[src/rtl/rx_word_assembler.sv]
// rx_word_assembler: packs received bytes MSB-first into words and writes
// one frame of WORD_COUNT words, dropping a partial word on an inter-byte timeout.
module rx_word_assembler #(
    parameter int BYTES_PER_WORD = 5,
    parameter int WORD_COUNT     = 768,
    parameter int ADDR_W         = 10,
    parameter int TIMEOUT_CYCLES = 100000
) (
    input  logic                        clk,
    input  logic                        reset_n,
    input  logic                        start,
    input  logic                        rx_valid,
    input  logic [7:0]                  rx_data,
    output logic                        ram_write_en,
    output logic [ADDR_W-1:0]           ram_write_addr,
    output logic [8*BYTES_PER_WORD-1:0] ram_data_in,
    output logic                        busy,
    output logic                        done,
    output logic                        timeout_err
);
    localparam int WW  = 8 * BYTES_PER_WORD;
    localparam int BIW = (BYTES_PER_WORD > 1) ? $clog2(BYTES_PER_WORD) : 1;
    localparam int GW  = $clog2(TIMEOUT_CYCLES + 1);

    localparam logic [BIW-1:0]    LAST_BYTE = BIW'(BYTES_PER_WORD - 1);
    localparam logic [ADDR_W-1:0] LAST_WORD = ADDR_W'(WORD_COUNT - 1);
    localparam logic [GW-1:0]     GAP_MAX   = GW'(TIMEOUT_CYCLES);

    typedef enum logic [1:0] {IDLE, COLLECT, WRITE, DONE} state_t;

    state_t            r_state;
    logic [BIW-1:0]    r_byte_idx;
    logic [ADDR_W-1:0] r_word_idx;
    logic [GW-1:0]     r_gap;
    logic [WW-1:0]     r_shift;
    logic [WW-1:0]     r_data;
    logic              r_wr_en;
    logic              r_busy;
    logic              r_done;
    logic              r_terr;

    logic              w_timeout;
    logic              w_to_done;
    logic              w_take;
    logic              w_last;
    logic [BIW-1:0]    w_bidx;
    logic [WW-1:0]     w_word;

    // A timeout on the same cycle as a byte restarts the word at byte 0.
    assign w_timeout = (r_byte_idx != '0) && (r_gap == GAP_MAX);
    assign w_bidx    = w_timeout ? '0 : r_byte_idx;
    assign w_to_done = (r_state == WRITE) && (r_word_idx == LAST_WORD);
    assign w_take    = rx_valid && !w_to_done;
    assign w_last    = w_take && (w_bidx == LAST_BYTE);
    assign w_word    = WW'({r_shift, rx_data});

    always_ff @(posedge clk or negedge reset_n) begin
        if (!reset_n) begin
            r_state    <= IDLE;
            r_byte_idx <= '0;
            r_word_idx <= '0;
            r_gap      <= '0;
            r_shift    <= '0;
            r_data     <= '0;
            r_wr_en    <= 1'b0;
            r_busy     <= 1'b0;
            r_done     <= 1'b0;
            r_terr     <= 1'b0;
        end else begin
            r_wr_en <= 1'b0;
            if (start) begin
                r_state    <= COLLECT;
                r_byte_idx <= '0;
                r_word_idx <= '0;
                r_gap      <= '0;
                r_shift    <= '0;
                r_busy     <= 1'b1;
                r_done     <= 1'b0;
                r_terr     <= 1'b0;
            end else if (r_state == COLLECT || r_state == WRITE) begin
                if (r_state == WRITE) begin
                    if (w_to_done) begin
                        r_state <= DONE;
                        r_busy  <= 1'b0;
                        r_done  <= 1'b1;
                    end else begin
                        r_word_idx <= r_word_idx + 1'b1;
                        r_state    <= COLLECT;
                    end
                end
                if (w_timeout) begin
                    r_terr     <= 1'b1;
                    r_byte_idx <= '0;
                    r_gap      <= '0;
                end else if (r_byte_idx != '0) begin
                    r_gap <= r_gap + 1'b1;
                end
                if (w_take) begin
                    r_gap   <= '0;
                    r_shift <= w_word;
                    if (w_last) begin
                        r_data     <= w_word;
                        r_byte_idx <= '0;
                        r_state    <= WRITE;
                        r_wr_en    <= 1'b1;
                    end else begin
                        r_byte_idx <= w_bidx + 1'b1;
                    end
                end
            end
        end
    end

    assign ram_write_en   = r_wr_en;
    assign ram_write_addr = r_word_idx;
    assign ram_data_in    = r_data;
    assign busy           = r_busy;
    assign done           = r_done;
    assign timeout_err    = r_terr;

endmodule

[config.mk]
export PLATFORM = sky130hd
export DESIGN_NAME = rx_word_assembler
export DESIGN_NICKNAME = d
export VERILOG_FILES = /design/src/rtl/rx_word_assembler.sv
export SDC_FILE = /design/constraint.sdc
export NUM_CORES = 1
export LEC_CHECK = 0
export ABC_CLOCK_PERIOD_IN_PS = 5800
export CAP_MARGIN = 20
export CELL_PAD_IN_SITES_DETAIL_PLACEMENT = 0
export CELL_PAD_IN_SITES_GLOBAL_PLACEMENT = 1
export CORE_UTILIZATION = 47
export DETAILED_ROUTE_END_ITERATION = 8
export PLACE_DENSITY = 0.86
export SLEW_MARGIN = 20
export SYNTH_ARGS = -nofsm -noshare
export SYNTH_HDL_FRONTEND = slang
export SYNTH_SLANG_ARGS = --single-unit
[constraint.sdc]
create_clock -name clk -period 5.8 [get_ports clk]
set_clock_uncertainty 0.1 [all_clocks]
set_input_delay 0.87 -clock clk [delete_from_list [all_inputs] [get_ports clk]]
set_output_delay 0.87 -clock clk [all_outputs]
set_load 0.05 [all_outputs]
==> summary.md <==
| Metric | Value |
|---|---|
| Outcome | `finished, final reports clean` |
| DIE WIDTH | `about 100 um` |
| Largest cells by area after synthesis | `dfrtp_1 55%, mux2_4 12%, nand2_1 6.4%` |
| 1st-iter DRT viols | `160` |
| Max cap viols | `0` |
| Number of remaining DRC errors | `0` |
| Met3 Use GR | `~2.9%` |
| Vias/cell | `between 5 and 6` |
| PortBufs | `65` |
| Post-synth top area cell | `dfrtp_1` |
| Number of fill cells | `around 850` |
| Setup Fix Bufs, Post-CTS | `0` |
| Reg2reg start | `r_state[0]` |
| DRT antenna net count | `0` |
| Final core occ | `a little under 60%` |
| Global routing usage on met1 | `~28%` |
| Xor and xnor fraction of the mapped netlist area | `under 10%` |
| Max-slew violation count | `0` |
| Post-Syn Nets | `approximately 460` |
| Io pins | `66` |
| Fin Setup TNS | `0 ns` |
| CTS tree | `done` |
| Setup slack after placement | `around 1.8 ns` |
| Worst setup path category | `reg2reg` |
| Clock latency on the worst-skew pair | `roughly 0.37 ns` |
| Most common cell after layout, fill and taps aside | `dfrtp_1` |
| Leakage | `roughly 0.0026 uW` |
| Synth Register Bits | `approximately 110` |
| Setup ws final | `2.656 ns` |
| Power per cell area | `233.5 nW/um2` |
| Rows | `36` |
| GRT busiest layer | `met2` |
| First-pass GRT wire length | `~17,000 um` |
| Most used flip-flop cell after synthesis | `dfrtp_1` |
| Met2 GRT Util | `around 29%` |
| Syn Inst Count | `440` |
| Vias in the first global route | `about 3,400` |
| Root Driver | `clkbuf_8` |
| Mux cell area share after synthesis | `12.25%` |
| Clock Sink Count | `about 110` |
| Largest family of logic cells by synthesized area | `simple AND/OR/NAND/NOR gates` |
| WL/cell | `~15 um` |
| Mean Syn Cell Area | `roughly 11 um2` |
| Startpoint types | `flip-flop` |
| Antenna diode count | `0` |
| Reg2reg setup slack | `between 2 and 3 ns` |
| Post-CTS resize count | `0` |
| Most frequent cells in the layout | `108 x dfrtp_1, 84 x nand2_1, 63 x clkdlybuf4s50_1` |
| Starting Density | `49.45%` |
| Die height | `between 100 and 150 um` |
| FMAX | `318.1 MHz` |
| Share of cells above drive strength 1 | `between 10% and 20%` |
| TritonCTS buffer count | `9` |
| Initial antenna violation count | `0` |
| NumNets Final | `512` |
| FFs w/ async S/R, synth | `100.0%` |
| Max-slew headroom | `29.73%` |
| Tot GR Track Use | `between 10% and 20%` |
| Sequential cell area | `2703 um2` |
| Synth-to-Final Area Change | `18.40%` |
| CTS clk-pin slew, worst paths | `around 0.10 ns` |
| Post-synth EDFFs | `0` |
| HP Class | `in2async` |
| Final setup fails | `0` |
| Slew @ Worst Pin | `1.054 ns` |
| CTS Buffer Depth | `2` |
| Crit path capture type | `flip-flop` |
| Die Outline Area | `10,890 um2` |
| H-tree Lvls | `3` |
| Yosys Warn Count | `0` |
| Compound-cell area share of the yosys netlist | `just under 10%` |
| Pin count of the biggest net entering global routing | `89` |
| Vias | `~3,300` |
| Sequential share of the synthesized area | `between 50% and 60%` |
| Post-DP HPWL | `just over 6000 um` |
| Worst EP required | `between 5 and 6 ns` |
| Area occupied by multi-input gates | `between 2000 and 2500 um2` |
| Syn Std Cell Area | `a little under 5000 um2` |
| Drt total wl | `9653 um` |
| Critical Path AT | `3.31 ns` |
| Adder-cell share of the synthesized area | `between 1.5 and 2%` |
| R2R cell count | `8` |
| Grt ovf | `0` |
| Fin. Hold Viols | `0` |
| Non-Filler Cell Area, Final | `5828 um2` |
| Min Tclk post-route | `3.144 ns` |
| RSZ-0062 raised after global routing | `false` |
| Post-Synth Simple-Gate Area | `approximately 15%` |
| GPL Wtd Cong | `roughly 0.76` |
| CORE AREA | `9955 um2` |
| DR pass1 iterations | `4` |
| Area after DPL | `about 5600 um2` |
| # hold bufs at CTS | `0` |
| Top-area cell type share of the netlist area | `54.91%` |
| Crit Reg-Reg Endpoint | `ram_data_in[9]` |
| Cell variety after synth | `47` |
| Largest vdd supply drop | `about 0.13 mV` |
| Crit share post-route | `about 54%` |
| Largest fanout on the critical path | `between 40 and 50` |
-- state kept, by name, indices dropped and copies added (netlist names), 2 cells and up --
signal / count
ram_write_addr: 10
r_byte_idx: 3
ram_data_in: 40
r_shift: 32
r_gap: 17
r_state: 2
-- where the power goes --
part	internal, uW	switching (uW)	leakage, uW
sequential	769	13.9	0.00149
clock	166	270	0.0000909
combinational	42.9	99.3	0.00105
-- how the worst max path moves through the flow --
stage	startpoint	endpoint
2_1_floorplan	ram_write_addr[0]	ram_data_in[0]
3_3_place_gp	rx_valid	ram_data_in[8]
3_5_place_dp	rx_valid	ram_data_in[11]
4_1_cts	rx_valid	ram_data_in[26]
5_1_grt	r_state[0]	r_gap[16]
6_report	r_state[0]	ram_data_in[9]
-- cell families after synthesis --
family,count (synthesis)
and+or+nand+nor,155
DFF,108
AOI/OAI and AO/OA,78
muxes,41
buffers and inverters,36
xor gates and xnor gates,16
adders and majority gates,6
-- synthesized netlist by cell type, types with 2 or more instances --
library cell  number
a41oi_1            2
buf_4              2
nor2_1            25
and3_1             3
ha_1               6
nand2b_1           4
dfrtp_1          108
mux2_2             2
o21ai_0            6
a21oi_1           41
xnor2_1            7
a22oi_1            2
nor3_1             3
buf_2              4
and2_1             2
nor4bb_1           3
or2_2              3
inv_1             12
nand2_1           84
buf_6              4
nand3_1           12
a211oi_1           5
mux2_4            38
nand4_1            6
and4_1             3
xor2_1             9
clkbuf_1          13
a31oi_1           12
-- routing by layer --
layer	vias up	wire length, um
met5	-	0
met4	0	117
met3	10	258
met2	64	4417
met1	1644	4860
li1	1628	-
-- stage by stage --
step	total power, uW	hold slack (ns)	instances
finish	1361	0.2734	632
global route	1422	0.2766	632
CTS	1374	0.2652	631
detailed placement	940.8	0.3903	615
global placement	937.4	0.3936	615
floorplan	887.6	0.3758	440
-- cell type report --
type,count,share of cell area (%)
clock buffers,10,2.190
clock inverters,6,0.9661
inverters,12,0.7729
multi-input cells,296,35.27
flip-flops and latches,108,46.37
well taps,133,2.855
repair buffers,67,11.57
-- critical path, stage by stage, from the launching register on --
cell and delay, ns:
dfrtp_1 0.38, inv_1 0.09, ha_1 0.20, and4b_1 0.37, a31o_2 0.86, nor2_4 0.06, nand4_4 0.33, buf_12 0.28
mux2_4 0.33
Power figures use the tool's default switching activity.
